$ cat src/rtl/hazard_ctrl_pkg.sv
// Shared types and constants for the pipeline hazard controller.
// Forwarding select encoding, memory wait-state FSM states and the PC register index.
package hazard_ctrl_pkg;

  typedef enum logic [1:0] {
    FWD_RF = 2'b00,
    FWD_W  = 2'b01,
    FWD_M  = 2'b10
  } fwd_sel_t;

  typedef enum logic {
    IDLE = 1'b0,
    WAIT = 1'b1
  } mem_state_t;

  localparam logic [3:0] PC_REG = 4'd15;

  // R15 reads the PC, never a forwarded result; M has priority over W.
  function automatic fwd_sel_t fwd_sel(input logic [3:0] ra,
                                       input logic       reg_write_m,
                                       input logic [3:0] wa_m,
                                       input logic       reg_write_w,
                                       input logic [3:0] wa_w);
    fwd_sel_t sel;
    sel = FWD_RF;
    if (ra != PC_REG) begin
      if (reg_write_m && (ra == wa_m)) begin
        sel = FWD_M;
      end else if (reg_write_w && (ra == wa_w)) begin
        sel = FWD_W;
      end
    end
    return sel;
  endfunction

endpackage

$ cat src/rtl/mem_wait_fsm.sv
// Wait-state handshake with the variable-latency data memory in the M stage.
// Holds the IDLE/WAIT FSM, the timeout counter and the sticky timeout error.
module mem_wait_fsm
  import hazard_ctrl_pkg::*;
#(
  parameter int unsigned MEM_TIMEOUT = 16
) (
  input  logic clk,
  input  logic reset,
  input  logic MemReqM,
  input  logic MemAckM,
  output logic MemStall,
  output logic MemBusy,
  output logic MemErr
);

  localparam int unsigned TW = $clog2(MEM_TIMEOUT + 1);
  localparam logic [TW-1:0] TimeoutVal = TW'(MEM_TIMEOUT);

  mem_state_t    state_q, state_d;
  logic [TW-1:0] cnt_q, cnt_d;
  logic          err_q, err_d;
  logic          timeout;

  assign timeout = (cnt_q == TimeoutVal);

  always_ff @(posedge clk) begin
    if (!reset) begin
      state_q <= IDLE;
      cnt_q   <= '0;
      err_q   <= 1'b0;
    end else begin
      state_q <= state_d;
      cnt_q   <= cnt_d;
      err_q   <= err_d;
    end
  end

  always_comb begin
    state_d = state_q;
    cnt_d   = cnt_q;
    err_d   = err_q;
    unique case (state_q)
      IDLE: begin
        if (MemReqM && !MemAckM) begin
          state_d = WAIT;
          cnt_d   = TW'(1);
        end
      end
      WAIT: begin
        // Ack beats timeout when both land in the same cycle.
        if (MemAckM) begin
          state_d = IDLE;
          cnt_d   = '0;
        end else if (timeout) begin
          state_d = IDLE;
          cnt_d   = '0;
          err_d   = 1'b1;
        end else begin
          cnt_d = cnt_q + 1'b1;
        end
      end
      default: state_d = IDLE;
    endcase
  end

  // Release is combinational: stalls drop in the ack or timeout cycle itself.
  always_comb begin
    MemStall = 1'b0;
    unique case (state_q)
      IDLE:    MemStall = MemReqM && !MemAckM;
      WAIT:    MemStall = !MemAckM && !timeout;
      default: MemStall = 1'b0;
    endcase
    MemBusy = (state_q == WAIT);
    MemErr  = err_q;
  end

endmodule

$ cat src/rtl/hazard_ctrl.sv
// Pipeline hazard controller: forwarding selects, stall/flush controls and a
// saturating stall-cycle counter, with the M-stage memory wait-state FSM beside it.
module hazard_ctrl
  import hazard_ctrl_pkg::*;
#(
  parameter int unsigned MEM_TIMEOUT = 16,
  parameter int unsigned CNT_W       = 16
) (
  input  logic             clk,
  input  logic             reset,
  input  logic [3:0]       RA1D,
  input  logic [3:0]       RA2D,
  input  logic [3:0]       RA1E,
  input  logic [3:0]       RA2E,
  input  logic [3:0]       WA3E,
  input  logic [3:0]       WA3M,
  input  logic [3:0]       WA3W,
  input  logic             RegWriteM,
  input  logic             RegWriteW,
  input  logic             MemtoRegE,
  input  logic             PCSrcD,
  input  logic             PCSrcE,
  input  logic             PCSrcM,
  input  logic             PCSrcW,
  input  logic             BranchTakenE,
  input  logic             MemReqM,
  input  logic             MemAckM,
  output logic [1:0]       ForwardAE,
  output logic [1:0]       ForwardBE,
  output logic             StallF,
  output logic             StallD,
  output logic             StallE,
  output logic             StallM,
  output logic             FlushD,
  output logic             FlushE,
  output logic             FlushW,
  output logic             MemBusy,
  output logic             MemErr,
  output logic [CNT_W-1:0] StallCount
);

  logic             mem_stall, mem_busy;
  logic             ldr_stall, pc_wr_pending;
  logic [CNT_W-1:0] stall_cnt_q, stall_cnt_d;

  mem_wait_fsm #(
    .MEM_TIMEOUT(MEM_TIMEOUT)
  ) u_mem_wait_fsm (
    .clk     (clk),
    .reset   (reset),
    .MemReqM (MemReqM),
    .MemAckM (MemAckM),
    .MemStall(mem_stall),
    .MemBusy (mem_busy),
    .MemErr  (MemErr)
  );

  assign ldr_stall     = MemtoRegE && ((RA1D == WA3E) || (RA2D == WA3E));
  assign pc_wr_pending = PCSrcD || PCSrcE || PCSrcM;

  always_comb begin
    ForwardAE = FWD_RF;
    ForwardBE = FWD_RF;
    StallF    = 1'b0;
    StallD    = 1'b0;
    StallE    = 1'b0;
    StallM    = 1'b0;
    FlushD    = 1'b1;
    FlushE    = 1'b1;
    FlushW    = 1'b1;
    MemBusy   = 1'b0;
    if (reset) begin
      ForwardAE = fwd_sel(RA1E, RegWriteM, WA3M, RegWriteW, WA3W);
      ForwardBE = fwd_sel(RA2E, RegWriteM, WA3M, RegWriteW, WA3W);
      MemBusy   = mem_busy;
      if (mem_stall) begin
        // Freeze the whole pipe; a branch held in E flushes once the stall lifts.
        StallF = 1'b1;
        StallD = 1'b1;
        StallE = 1'b1;
        StallM = 1'b1;
        FlushD = 1'b0;
        FlushE = 1'b0;
        FlushW = 1'b1;
      end else begin
        StallF = ldr_stall || pc_wr_pending;
        StallD = ldr_stall;
        FlushD = pc_wr_pending || PCSrcW || BranchTakenE;
        FlushE = ldr_stall || BranchTakenE;
        FlushW = 1'b0;
      end
    end
  end

  always_comb begin
    stall_cnt_d = stall_cnt_q;
    if (StallF && (stall_cnt_q != '1)) begin
      stall_cnt_d = stall_cnt_q + 1'b1;
    end
  end

  always_ff @(posedge clk) begin
    if (!reset) begin
      stall_cnt_q <= '0;
    end else begin
      stall_cnt_q <= stall_cnt_d;
    end
  end

  assign StallCount = stall_cnt_q;

endmodule
$ cat config.mk
export PLATFORM = sky130hd
export DESIGN_NAME = hazard_ctrl
export DESIGN_NICKNAME = d
export VERILOG_FILES = /design/src/rtl/hazard_ctrl_pkg.sv /design/src/rtl/mem_wait_fsm.sv /design/src/rtl/hazard_ctrl.sv
export SDC_FILE = /design/constraint.sdc
export NUM_CORES = 1
export LEC_CHECK = 0
export ABC_AREA = 1
export CAP_MARGIN = 20
export CORE_MARGIN = 2
export CORE_UTILIZATION = 35
export DETAILED_ROUTE_END_ITERATION = 8
export PLACE_DENSITY = 0.66
export SYNTH_ARGS = -nofsm -noshare
export SYNTH_HDL_FRONTEND = slang
export SYNTH_SLANG_ARGS = --single-unit
$ cat constraint.sdc
create_clock -name clk -period 5.2 [get_ports clk]
set_input_delay 1.56 -clock clk [delete_from_list [all_inputs] [get_ports clk]]
set_output_delay 1.56 -clock clk [all_outputs]
set_load 0.005 [all_outputs]
==> reports/qor.csv <==
metric,value,unit
ant diodes,0,
Global Route Usage Sum,15.8,%
crit path kind,primary input to primary output,
row count,26,
initial core utilization,36.0,%
cts bufs inserted,3,
drt wl/cell,10.3,um
Worst slew margin,71.7,%
die area,5780,sq um
setup_tns,0,ns
post-synthesis net count,346,
Critical Path AT,3.35,ns
PostCTS Resize Cnt,0,
Post-synth top flop,dfxtp_1,
crit-path max cell delay,0.54,ns
share of post-route cells with drive strength above 1,9.14,%
CTS tree,yes,
largest area contributor in the netlist,dfxtp_1,
Final Slew Violations,0,
Core ar.,5040,sq um
post-route antenna net violation count,0,
GRT overflow,0,
DR vias,2064,
worst clock skew,0.00206,ns
area share of the largest cell type after synthesis,25.4,%
Layout area overhead,44.1,%
CP bufs+invs,4,
Worst Path Max Fanout,3,
distinct cell type count of the synthesized netlist,37,
die span in y,76.0,um
fin nets,416,
Cells after Synth,303,
critical path's slowest cell,clkdlybuf4s50_1,
Syn Area/Cell,5.99,sq um
Area contributors post-synth,"dfxtp_1 (25%), nand2_1 (18%), inv_1 (9.9%)",
final worst path period share,94.4,%
run status,"finished, final reports clean",
vias in the first global route,1923,
CP Data Required Time,3.64,ns
Worst setup SP type,primary input,
pre-CTS setup slack,0.333,ns
Final Total Pwr,0.000412,W
I/O pin count,69,
Setup crit end kind,primary output,
pwr dens,158,nW/um^2
RSZ-0062 raised after global routing,no,
Post-DP Area,2570,sq um
first-pass GRT wire length,7960,um
CTS Hold Bufs,0,
Ys Warns,0,
GPL Wtd Cong,0.731,
DRT iter0 DRCs,58,
most frequent cells in the layout,"nand2_1 (86), clkdlybuf4s50_1 (68), inv_1 (48)",
worst-margin pin slew,0.421,ns
antenna violations before repair,0,
maximum vdd drop,0.0998,mV
Pre-antenna DRT Iters,4,
Post-Syn Area,1810,sq um
Top delay family on crit path,buffers and inverters,
PnR worst setup slack,0.292,ns
htree depth,1,
achievable clock frequency,204,MHz
Synth async-reset ratio,0,%
Post-CTS Setup Bufs,0,
Synth Register Bits,23,
Hold WC Path Type,register to register,
worst path cell trace,"clkdlybuf4s50_1, inv_1, nor2_1, inv_1, o21ai_0, a211oi_1, o2111ai_1, nor3_1, clkdlybuf4s50_1",
final count of negative-setup-slack endpoints,0,
sequential area share after synthesis,25.4,%
"wirelength, routed",4530,um
Leak Pwr,1.18,nW
Post-route DRC,0,
fin crit period,4.91,ns
TritonCTS Sinks,23,
Max Cap Viol,0,
"commonest non-fill, non-tap cell in the layout",nand2_1,
largest net degree at the start of global routing,21,
Die Width,76.0,um
CTS Buffer Depth,2,
detailed placement HPWL,3740,um
Root Buffer,clkbuf_8,
fin area,2610,sq um
clock slew at reported path FFs,0.09,ns
clock latency on the worst-skew pair,0.26,ns
endpoints failing hold,0,
buffers added on ports,68,
number of flops mapped to enable cells by yosys,0,
DR vias/cell,4.67,
[area by class of cell]
type,instances,area [sq um]
flip-flops and latches,23,460
clock inverters,1,5.00
well taps,70,87.6
clock buffers,3,41.3
inverters,60,225
fillers,498,2430
repair buffers,71,703
multi-input cells,214,1090
[path summary, 6_finish.rpt]
kind,from,to,slack [ns],cells past startpoint
setup / recovery,RA2E[3],ForwardBE[1],0.29,9
hold / removal,u_mem_wait_fsm.MemErr$_SDFFE_PN0P_,u_mem_wait_fsm.MemErr$_SDFFE_PN0P_,0.49,1
setup reg to reg,u_mem_wait_fsm.cnt_q[0]$_SDFFE_PN0P_,StallCount[10]$_SDFFE_PN0P_,3.43,11
hold reg to reg,u_mem_wait_fsm.MemErr$_SDFFE_PN0P_,u_mem_wait_fsm.MemErr$_SDFFE_PN0P_,0.49,1
[per-stage QoR]
stage	instances	hold slack (ns)	util [%]
floorplan	303	0.461	-
CTS	442	0.487	51.8
finish	442	0.485	51.8
global placement	438	0.471	50.9
global route	442	0.502	51.8
detailed placement	438	0.467	50.9
[synth_stat cells (all sizes together), types with 2 or more instances]
cell type  instances
a211oi             4
a21oi             14
a221oi             3
buf                5
dfxtp             23
ha                 3
inv               59
nand2             89
nand3             27
nand4              7
nor2              36
nor3              10
nor4               2
o21ai              6
o22ai              3
xor2               3
[sequential cells by signal, indices dropped and copies added (netlist names)]
| register | flops |
|---|---|
| StallCount | 16 |
| u_mem_wait_fsm.MemErr | 1 |
| u_mem_wait_fsm.cnt_q | 5 |
| u_mem_wait_fsm.MemBusy | 1 |
[report_power, final]
| group | switching (W) | internal (W) |
|---|---|---|
| logic | 0.0000503 | 0.0000623 |
| clock network | 0.0000589 | 0.0000534 |
| registers | 0.00000607 | 0.000182 |
| total | 0.000115 | 0.000297 |
[routing by layer]
metal | share of wire, % | global-route usage, % | up-vias
met5 | 0 | 0 | -
met4 | 0.99 | 3.45 | 0
met3 | 5.8 | 3.08 | 4
met2 | 48 | 30.1 | 52
met1 | 45 | 18.2 | 905
li1 | - | - | 1103
[cell families after synthesis]
family                     synth area share (%)
adders and majority gates                  2.07
DFF                                        25.4
AOI/OAI and AO/OA                          11.9
buffers and inverters                      14.5
xor gates and xnor gates                   1.93
and+or+nand+nor                            44.3
No activity file was read; power rests on OpenSTA's default activity.
